### config.mk
export PLATFORM = sky130hd
export DESIGN_NAME = onehot_seq_detect
export DESIGN_NICKNAME = d
export VERILOG_FILES = /design/src/rtl/onehot_seq_pkg.sv /design/src/rtl/onehot_seq_next.sv /design/src/rtl/onehot_seq_detect.sv
export SDC_FILE = /design/constraint.sdc
export NUM_CORES = 1
export LEC_CHECK = 0
export ABC_AREA = 1
export ABC_CLOCK_PERIOD_IN_PS = 6000
export CELL_PAD_IN_SITES_DETAIL_PLACEMENT = 2
export CELL_PAD_IN_SITES_GLOBAL_PLACEMENT = 2
export CORE_UTILIZATION = 25
export DETAILED_ROUTE_END_ITERATION = 12
export PLACE_DENSITY_LB_ADDON = 0.25
export RECOVER_POWER = 50
export SYNTH_ARGS = -nofsm -noshare
export SYNTH_HDL_FRONTEND = slang
export SYNTH_SLANG_ARGS = --single-unit
export TNS_END_PERCENT = 5
### constraint.sdc
create_clock -name clk -period 6 [get_ports clk]
set_input_delay 0.6 -clock clk [delete_from_list [all_inputs] [get_ports clk]]
set_output_delay 0.6 -clock clk [all_outputs]
set_load 0.02 [all_outputs]
### src/rtl/onehot_seq_pkg.sv
// Shared types, constants and elaboration-time helpers for the one-hot sequence detector.
// kmp_next builds the pattern automaton's transition table when the design is elaborated.
package onehot_seq_pkg;

    localparam int MAX_PAT_LEN = 16;

    typedef logic [MAX_PAT_LEN:0] state_vec_t;

    localparam state_vec_t S0_ONEHOT = state_vec_t'(1);

    // Bit i of the pattern in arrival order (i = 0 is the first bit received, the MSB).
    function automatic logic pat_bit(input logic [MAX_PAT_LEN-1:0] pattern,
                                     input int len, input int i);
        logic [MAX_PAT_LEN-1:0] sh;
        sh = pattern >> (len - 1 - i);
        return sh[0];
    endfunction

    // Target state from Sk on bit b: the longest suffix of (first k pattern bits, b)
    // that is also a pattern prefix, capped at len. From S_len this is a proper suffix.
    function automatic int kmp_next(input logic [MAX_PAT_LEN-1:0] pattern,
                                    input int len, input int k, input logic b);
        int   best;
        int   pos;
        logic seq_bit;
        logic ok;
        best = 0;
        for (int j = 1; j <= len; j++) begin
            if (j <= k + 1) begin
                ok = 1'b1;
                for (int i = 0; i < j; i++) begin
                    pos     = k + 1 - j + i;
                    seq_bit = (pos < k) ? pat_bit(pattern, len, pos) : b;
                    if (seq_bit != pat_bit(pattern, len, i)) ok = 1'b0;
                end
                if (ok) best = j;
            end
        end
        return best;
    endfunction

    function automatic logic is_onehot(input state_vec_t v);
        return $countones(v) == 1;
    endfunction

endpackage

### src/rtl/onehot_seq_next.sv
// Combinational next-state generator: each target bit is the OR of every (source state,
// input bit) pair whose elaboration-time KMP transition lands on it.
module onehot_seq_next
    import onehot_seq_pkg::*;
#(
    parameter int                 PAT_LEN = 3,
    parameter logic [PAT_LEN-1:0] PATTERN = 3'b101
) (
    input  logic [PAT_LEN:0] state,
    input  logic             in,
    input  logic             overlap,
    output logic [PAT_LEN:0] next_state
);

    localparam logic [MAX_PAT_LEN-1:0] PAT_EXT = MAX_PAT_LEN'(PATTERN);

    for (genvar t = 0; t <= PAT_LEN; t++) begin : g_tgt
        logic [PAT_LEN:0] hit;

        for (genvar k = 0; k <= PAT_LEN; k++) begin : g_src
            // Without overlap the match state behaves exactly like S0.
            localparam int   SRC_NO = (k == PAT_LEN) ? 0 : k;
            localparam logic OV0 = (kmp_next(PAT_EXT, PAT_LEN, k, 1'b0) == t);
            localparam logic OV1 = (kmp_next(PAT_EXT, PAT_LEN, k, 1'b1) == t);
            localparam logic NO0 = (kmp_next(PAT_EXT, PAT_LEN, SRC_NO, 1'b0) == t);
            localparam logic NO1 = (kmp_next(PAT_EXT, PAT_LEN, SRC_NO, 1'b1) == t);

            assign hit[k] = state[k] & (in ? (overlap ? OV1 : NO1)
                                           : (overlap ? OV0 : NO0));
        end

        assign next_state[t] = |hit;
    end

endmodule

### src/rtl/onehot_seq_detect.sv
// One-hot serial pattern detector: enable hold, illegal-state recovery, state register,
// saturating match counter and sticky error flag around the KMP next-state generator.
module onehot_seq_detect
    import onehot_seq_pkg::*;
#(
    parameter int                 PAT_LEN = 3,
    parameter logic [PAT_LEN-1:0] PATTERN = 3'b101,
    parameter int                 CNT_W   = 8
) (
    input  logic             clk,
    input  logic             resetn,
    input  logic             en,
    input  logic             in,
    input  logic             overlap,
    input  logic             clr,
    output logic [PAT_LEN:0] state,
    output logic [PAT_LEN:0] next_state,
    output logic             out,
    output logic [CNT_W-1:0] match_cnt,
    output logic             err
);

    logic [PAT_LEN:0] state_q, state_d, raw_next;
    logic [CNT_W-1:0] cnt_q, cnt_d;
    logic             err_q, err_d;
    logic             illegal;

    onehot_seq_next #(
        .PAT_LEN (PAT_LEN),
        .PATTERN (PATTERN)
    ) u_next (
        .state      (state_q),
        .in         (in),
        .overlap    (overlap),
        .next_state (raw_next)
    );

    assign illegal = !is_onehot(state_vec_t'(state_q));

    // NOTE: every signal gets its hold value first so no path leaves it unassigned (no latches).
    always_comb begin
        state_d = state_q;
        cnt_d   = cnt_q;
        err_d   = err_q;
        if (illegal) begin
            state_d = S0_ONEHOT[PAT_LEN:0];
            err_d   = 1'b1;
        end else if (en) begin
            state_d = raw_next;
            if (raw_next[PAT_LEN] && cnt_q != '1) cnt_d = cnt_q + CNT_W'(1);
        end
        if (clr) begin
            cnt_d = '0;
            err_d = 1'b0;
        end
    end

    // NOTE: non-blocking assignments so all registers update together from pre-edge values.
    always_ff @(posedge clk) begin
        if (!resetn) begin
            state_q <= S0_ONEHOT[PAT_LEN:0];
            cnt_q   <= '0;
            err_q   <= 1'b0;
        end else begin
            state_q <= state_d;
            cnt_q   <= cnt_d;
            err_q   <= err_d;
        end
    end

    assign state      = state_q;
    assign next_state = state_d;
    assign out        = state_q[PAT_LEN];
    assign match_cnt  = cnt_q;
    assign err        = err_q;

endmodule

### Yosys cells after proc, flatten, opt, wreduce, memory -nomap -nowiden

Index checks and enable logic that the tools add are counted.

| storage, ports and cells | value |
|---|---|
| flip-flop bits (word level) | 13 |
| bits of input ports | 6 |
| output and inout port bits | 18 |
| word-level logic and storage cells | 33 |

| cells by class | value |
|---|---|
| add/sub/neg operators | 4 |
| eq/ne operators | 2 |
| mux-type cells | 8 |
| bitwise logic cells | 10 |
| reductions and logical operators | 6 |

Operators by type and width:

| cell | number |
|---|---|
| $and A1 B1 Y1 | 9 |
| $add A8 B1 Y8 const B | 1 |
| $mux W4 | 2 |
| $ne A8 B8 Y1 const B | 1 |
| $mux W1 | 6 |
| $reduce_or A3 Y1 | 2 |
| $add A1 B1 Y2 | 2 |
| $reduce_or A2 Y1 | 2 |
| $add A2 B2 Y3 | 1 |
| $eq A3 B1 Y1 const B | 1 |
| $reduce_and A3 Y1 | 1 |
| $logic_and A1 B1 Y1 | 1 |
| $not A1 Y1 | 1 |

### Logic depth before layout (Yosys ltp)

| logic depth | value |
|---|---|
| depth in word-level cells | 6 |
| mapped depth | 12 |
| depth with buffers taken out | 12 |

### Hierarchy

A second synthesis with hierarchy kept.

| unflattened totals | value |
|---|---|
| cell total of the unflattened synthesis | 123 |
| area, all modules | 848.3 sq um |

By module, submodules not included:

| module | instances | cells an instance | area an instance (sq um) | sequential area each (sq um) |
|---|---|---|---|---|
| onehot_seq_detect | 1 | 110 | 792.0 | 260.2 |
| onehot_seq_next | 1 | 13 | 56.3 | 0.0 |

### Worst setup path after synthesis

Ideal clock, no wire load.

| timing | value |
|---|---|
| kind | register to output |
| start | register state_q[0] (netlist: state[0]) |
| end | output next_state[1] |
| arrival | 2.287 ns |
| required time | 5.400 ns |
| path slack | 3.113 ns |
| cell stages (with the launch flop) | 9 |
| buffers on the path | 0 |
| cells stage by stage | dfxtp_1 > inv_1 > fa_1 > inv_1 > ha_1 > ha_1 > inv_1 > nand3_2 > nor3_1 |

| on the way | value |
|---|---|
| word-level cells in the longest chain between the ends | 4 |
| elaborated cells on any way between the ends | 7 |
| classes of those cells | add/sub (2); eq/ne (1); mux (2); bitwise (1); reduce/logical (1) |

RTL lines:

| element | line | source |
|---|---|---|
| from (decl) | onehot_seq_detect.sv:23 | `logic [PAT_LEN:0] state_q, state_d, raw_next;` |
| from (signal assigned) | onehot_seq_detect.sv:61 | `state_q <= S0_ONEHOT[PAT_LEN:0];` |
| from (signal assigned) | onehot_seq_detect.sv:65 | `state_q <= state_d;` |
| $add A1 B1 Y2 (implied by the code) / $and A1 B1 Y1 (equally long branches) | onehot_seq_pkg.sv:43, onehot_seq_next.sv:28 |  |
| $add A2 B2 Y3 (implied by the code) / $reduce_or A3 Y1 (equally long branches) | onehot_seq_pkg.sv:43, onehot_seq_next.sv:32 |  |
| $eq A3 B1 Y1 / $mux W4 (equally long branches) | onehot_seq_pkg.sv:43, onehot_seq_detect.sv:48 |  |
| $mux W4 * | onehot_seq_detect.sv:45 | `if (illegal) begin` |
| to (decl) | onehot_seq_detect.sv:17 | `output logic [PAT_LEN:0] next_state,` |

Every way passes the cells marked *; elsewhere a longest branch is shown, timed or not.

### Worst setup path after layout

| timing | value |
|---|---|
| start | register state_q[0] (netlist: state[0]) |
| end | output next_state[2] |

| on the way | value |
|---|---|
| word-level cells in the longest chain between the ends | 4 |

RTL lines:

| element | line | source |
|---|---|---|
| $add A1 B1 Y2 (implied by the code) | onehot_seq_pkg.sv:43 | `return $countones(v) == 1;` |
| $add A2 B2 Y3 (implied by the code) | onehot_seq_pkg.sv:43 |  |
| $eq A3 B1 Y1 | onehot_seq_pkg.sv:43 |  |
| $mux W4 | onehot_seq_detect.sv:45 |  |

Every way passes these cells.

==> out/results.ini <==
[run_status]
status = complete, no violations

[timing]
min_period_ns = 3.586
tns_ns = 0
clock_skew_ns = 0.001028
rsz0062_at_grt = false
max_freq_mhz = 278.9
finalSetupViolCount = 0
min_period_over_period = 0.5976
tightest_slew_ns = 0.4199
relSlewSlack = 0.7198
hold_violations = 0
slew_violations = 0

[global_routing]
grt_antenna_before_repair = 0
grt_usage = 0.1596
first_global_vias = 893
grt_pass1_wl_um = 4015
grt_start_max_net_pins = 11
grt_overflow_total = 0

[synth]
ys_warn_count = 0
ys_seq_area_frac = 0.3291
syn_nets = 129
syn_area_per_cell_um2 = 6.645
synthFlopType = dfxtp_1
synthArstFlopShare = 0
synth.distinct_cells = 20
synth_edf_count = 0
syn-cell-area_um2 = 790.8
synthCells = 119
synth-seq-cells = 13

[critical_path]
crit_top_cell = inv_1
slowest_stage = clkdlybuf4s50_1
arrival_ns = 2.99
r2r_slack_ns = 3.49
r2r-end = match_cnt[0]
slowest_delay_ns = 0.59
regToRegStartpoint = state[0]
crit_family = adder cells
crit_type = flop to output pin
crit_start = state[0]
r2r_cells = 11
crit_cells = 11
crit_buf_inv = 5
crit_path_end_kind = output pin
crit_chain = inv_1 -> fa_1 -> inv_1 -> ha_1 -> ha_1 -> inv_1 -> nand3_1 -> nor2_1 -> nand2_1 -> inv_1 -> clkdlybuf4s50_1
endpoint = next_state[2]
critPathRequiredTime_ns = 5.40
path_max_fanout = 8
critical_path.startpoint_type = flop

[layout]
num-nets-final = 156
num_antenna_cells = 0
layout_commonest_cell = nor2_1
postLayoutCellArea_mm2 = 0.001091
area_growth_syn_to_layout_pct = 37.98
layout-drive-gt1-share = 0.07586
layout_common_cells = nor2_1, nand2_1, inv_1, dlygate4sd3_1, dfxtp_1

[detailed_routing]
route.vias.total = 845
drc = 0
wl_per_cell_um = 12.29
drt-vias-per-instance = 4.471
wl_um = 2323
drt-initial-drc-count = 24
first_pass_iters = 2
detail-route-antenna-nets = 0

[pwr]
combPwrFrac = 0.601
vdd_ir_drop_max_uv = 104.9
p_clk_frac = 0.132
p_per_area_mw_per_mm2 = 385.8
power_switching_w = 0.0001986
switching_share = 0.4718
p_leak_nw = 0.4799
p_int_w = 0.0002224
sequentialPowerShare = 0.267

[clock_network]
clock_latency_ns = 0.27
cts.clk_slew.worst_paths_ns = 0.09
htree_levels = 1
clock-sinks = 13
clk_path_buf_depth = 2
cts_tree = built
cts_setup_buffers = 0
cts_root_buf = clkbuf_4
cts_resized = 0
cts_buffers = 3
ctsHoldBuffers = 0

[place]
place_area_mm2 = 0.001069
routabilityCongestion = 0.7836
io_buffers = 23
dpl.hpwl_um = 1900

[worst_hold_path]
holdCritStartpoint = err
min_path_type = flop to flop

[floorplan]
ios = 24
die_h_um = 58.24
coreArea_mm2 = 0.003028
die_area_mm2 = 0.003392
rows = 20
initial_core_util = 0.2612
fp.dieW_um = 58.24

[flow_run]
maxCapViolations = 0

kinds of logic after synthesis:
family                   share of synthesized area
flip-flops                                  0.3291
AO/OA/AOI/OAI                              0.09653
buffers and inverters                       0.1092
AND/OR/NAND/NOR                             0.3924
adder cells (fa/ha/maj)                    0.07279
metal layers:
layer,track usage,vias up,share of wire
met5,0,-,0
met2,0.2775,13,0.53
met1,0.1920,409,0.44
met4,0.07143,0,0.0090
met3,0.02679,2,0.024
li1,-,421,-
layout make-up:
type                       instances  area [µm²]
timing repair buffer              23       230.2
tap                               44       55.05
multi-input combinational         84       439.2
sequential                        13       260.3
clock inverter                     1       5.005
inverter                          21       78.83
fill                             378        1937
clock buffer                       3       22.52
worst register-to-register path, stage by stage, from the launching register on:
cell	delay, ns
dfxtp_1	0.38
inv_1	0.10
fa_1	0.54
inv_1	0.05
ha_1	0.17
ha_1	0.27
inv_1	0.07
nand3_1	0.22
nor2_1	0.21
nand3_2	0.15
o21ai_0	0.22
nor2_1	0.06
sequential cells by signal (all words and copies together), names as in the netlist:
| register | flops |
|---|---|
| state | 4 |
| match_cnt | 8 |
| err | 1 |
worst min-delay path by stage:
stage                     end  cells after the start
final                     err                      1
after detailed placement  err                      1
after floorplan           err                      1
after global routing      err                      1
after CTS                 err                      1
after global placement    err                      1
per-stage QoR:
stage / setup WS, ns / power, W / instances / util / hold slack, ns
after floorplan: 3.113 / 0.0002761 / 119 / - / 0.5930
after global placement: 2.833 / 0.0003736 / 185 / 0.3529 / 0.4669
after detailed placement: 2.786 / 0.0003857 / 185 / 0.3529 / 0.4786
after CTS: 2.454 / 0.0004450 / 189 / 0.3620 / 0.5010
after global routing: 2.137 / 0.0004625 / 189 / 0.3603 / 0.5005
final: 2.414 / 0.0004210 / 189 / 0.3603 / 0.4806
cell usage after synthesis (2+ instances only):
cell type   n  area [µm²]
inv_1      21       78.83
nor3_1      2       10.01
ha_1        3       37.54
nor2_1     25       93.84
nand4_1     2       12.51
a21oi_1     8       40.04
dfxtp_1    13       260.3
nand3_1     6       30.03
nor4_1      2       12.51
nor2_4      2       22.52
nand3_2     2       20.02
or2_2       2       12.51
nand2_1    24       90.09
power by group through the flow:
stage                     clock network [W]  logic [W]  registers (W)
after global routing              0.0000641   0.000283       0.000115
after floorplan                           0   0.000148       0.000128
after global placement                    0   0.000260       0.000114
after CTS                         0.0000599   0.000272       0.000114
after detailed placement                  0   0.000270       0.000116
final                             0.0000555   0.000253       0.000112
(Power assumes the default switching activity.)
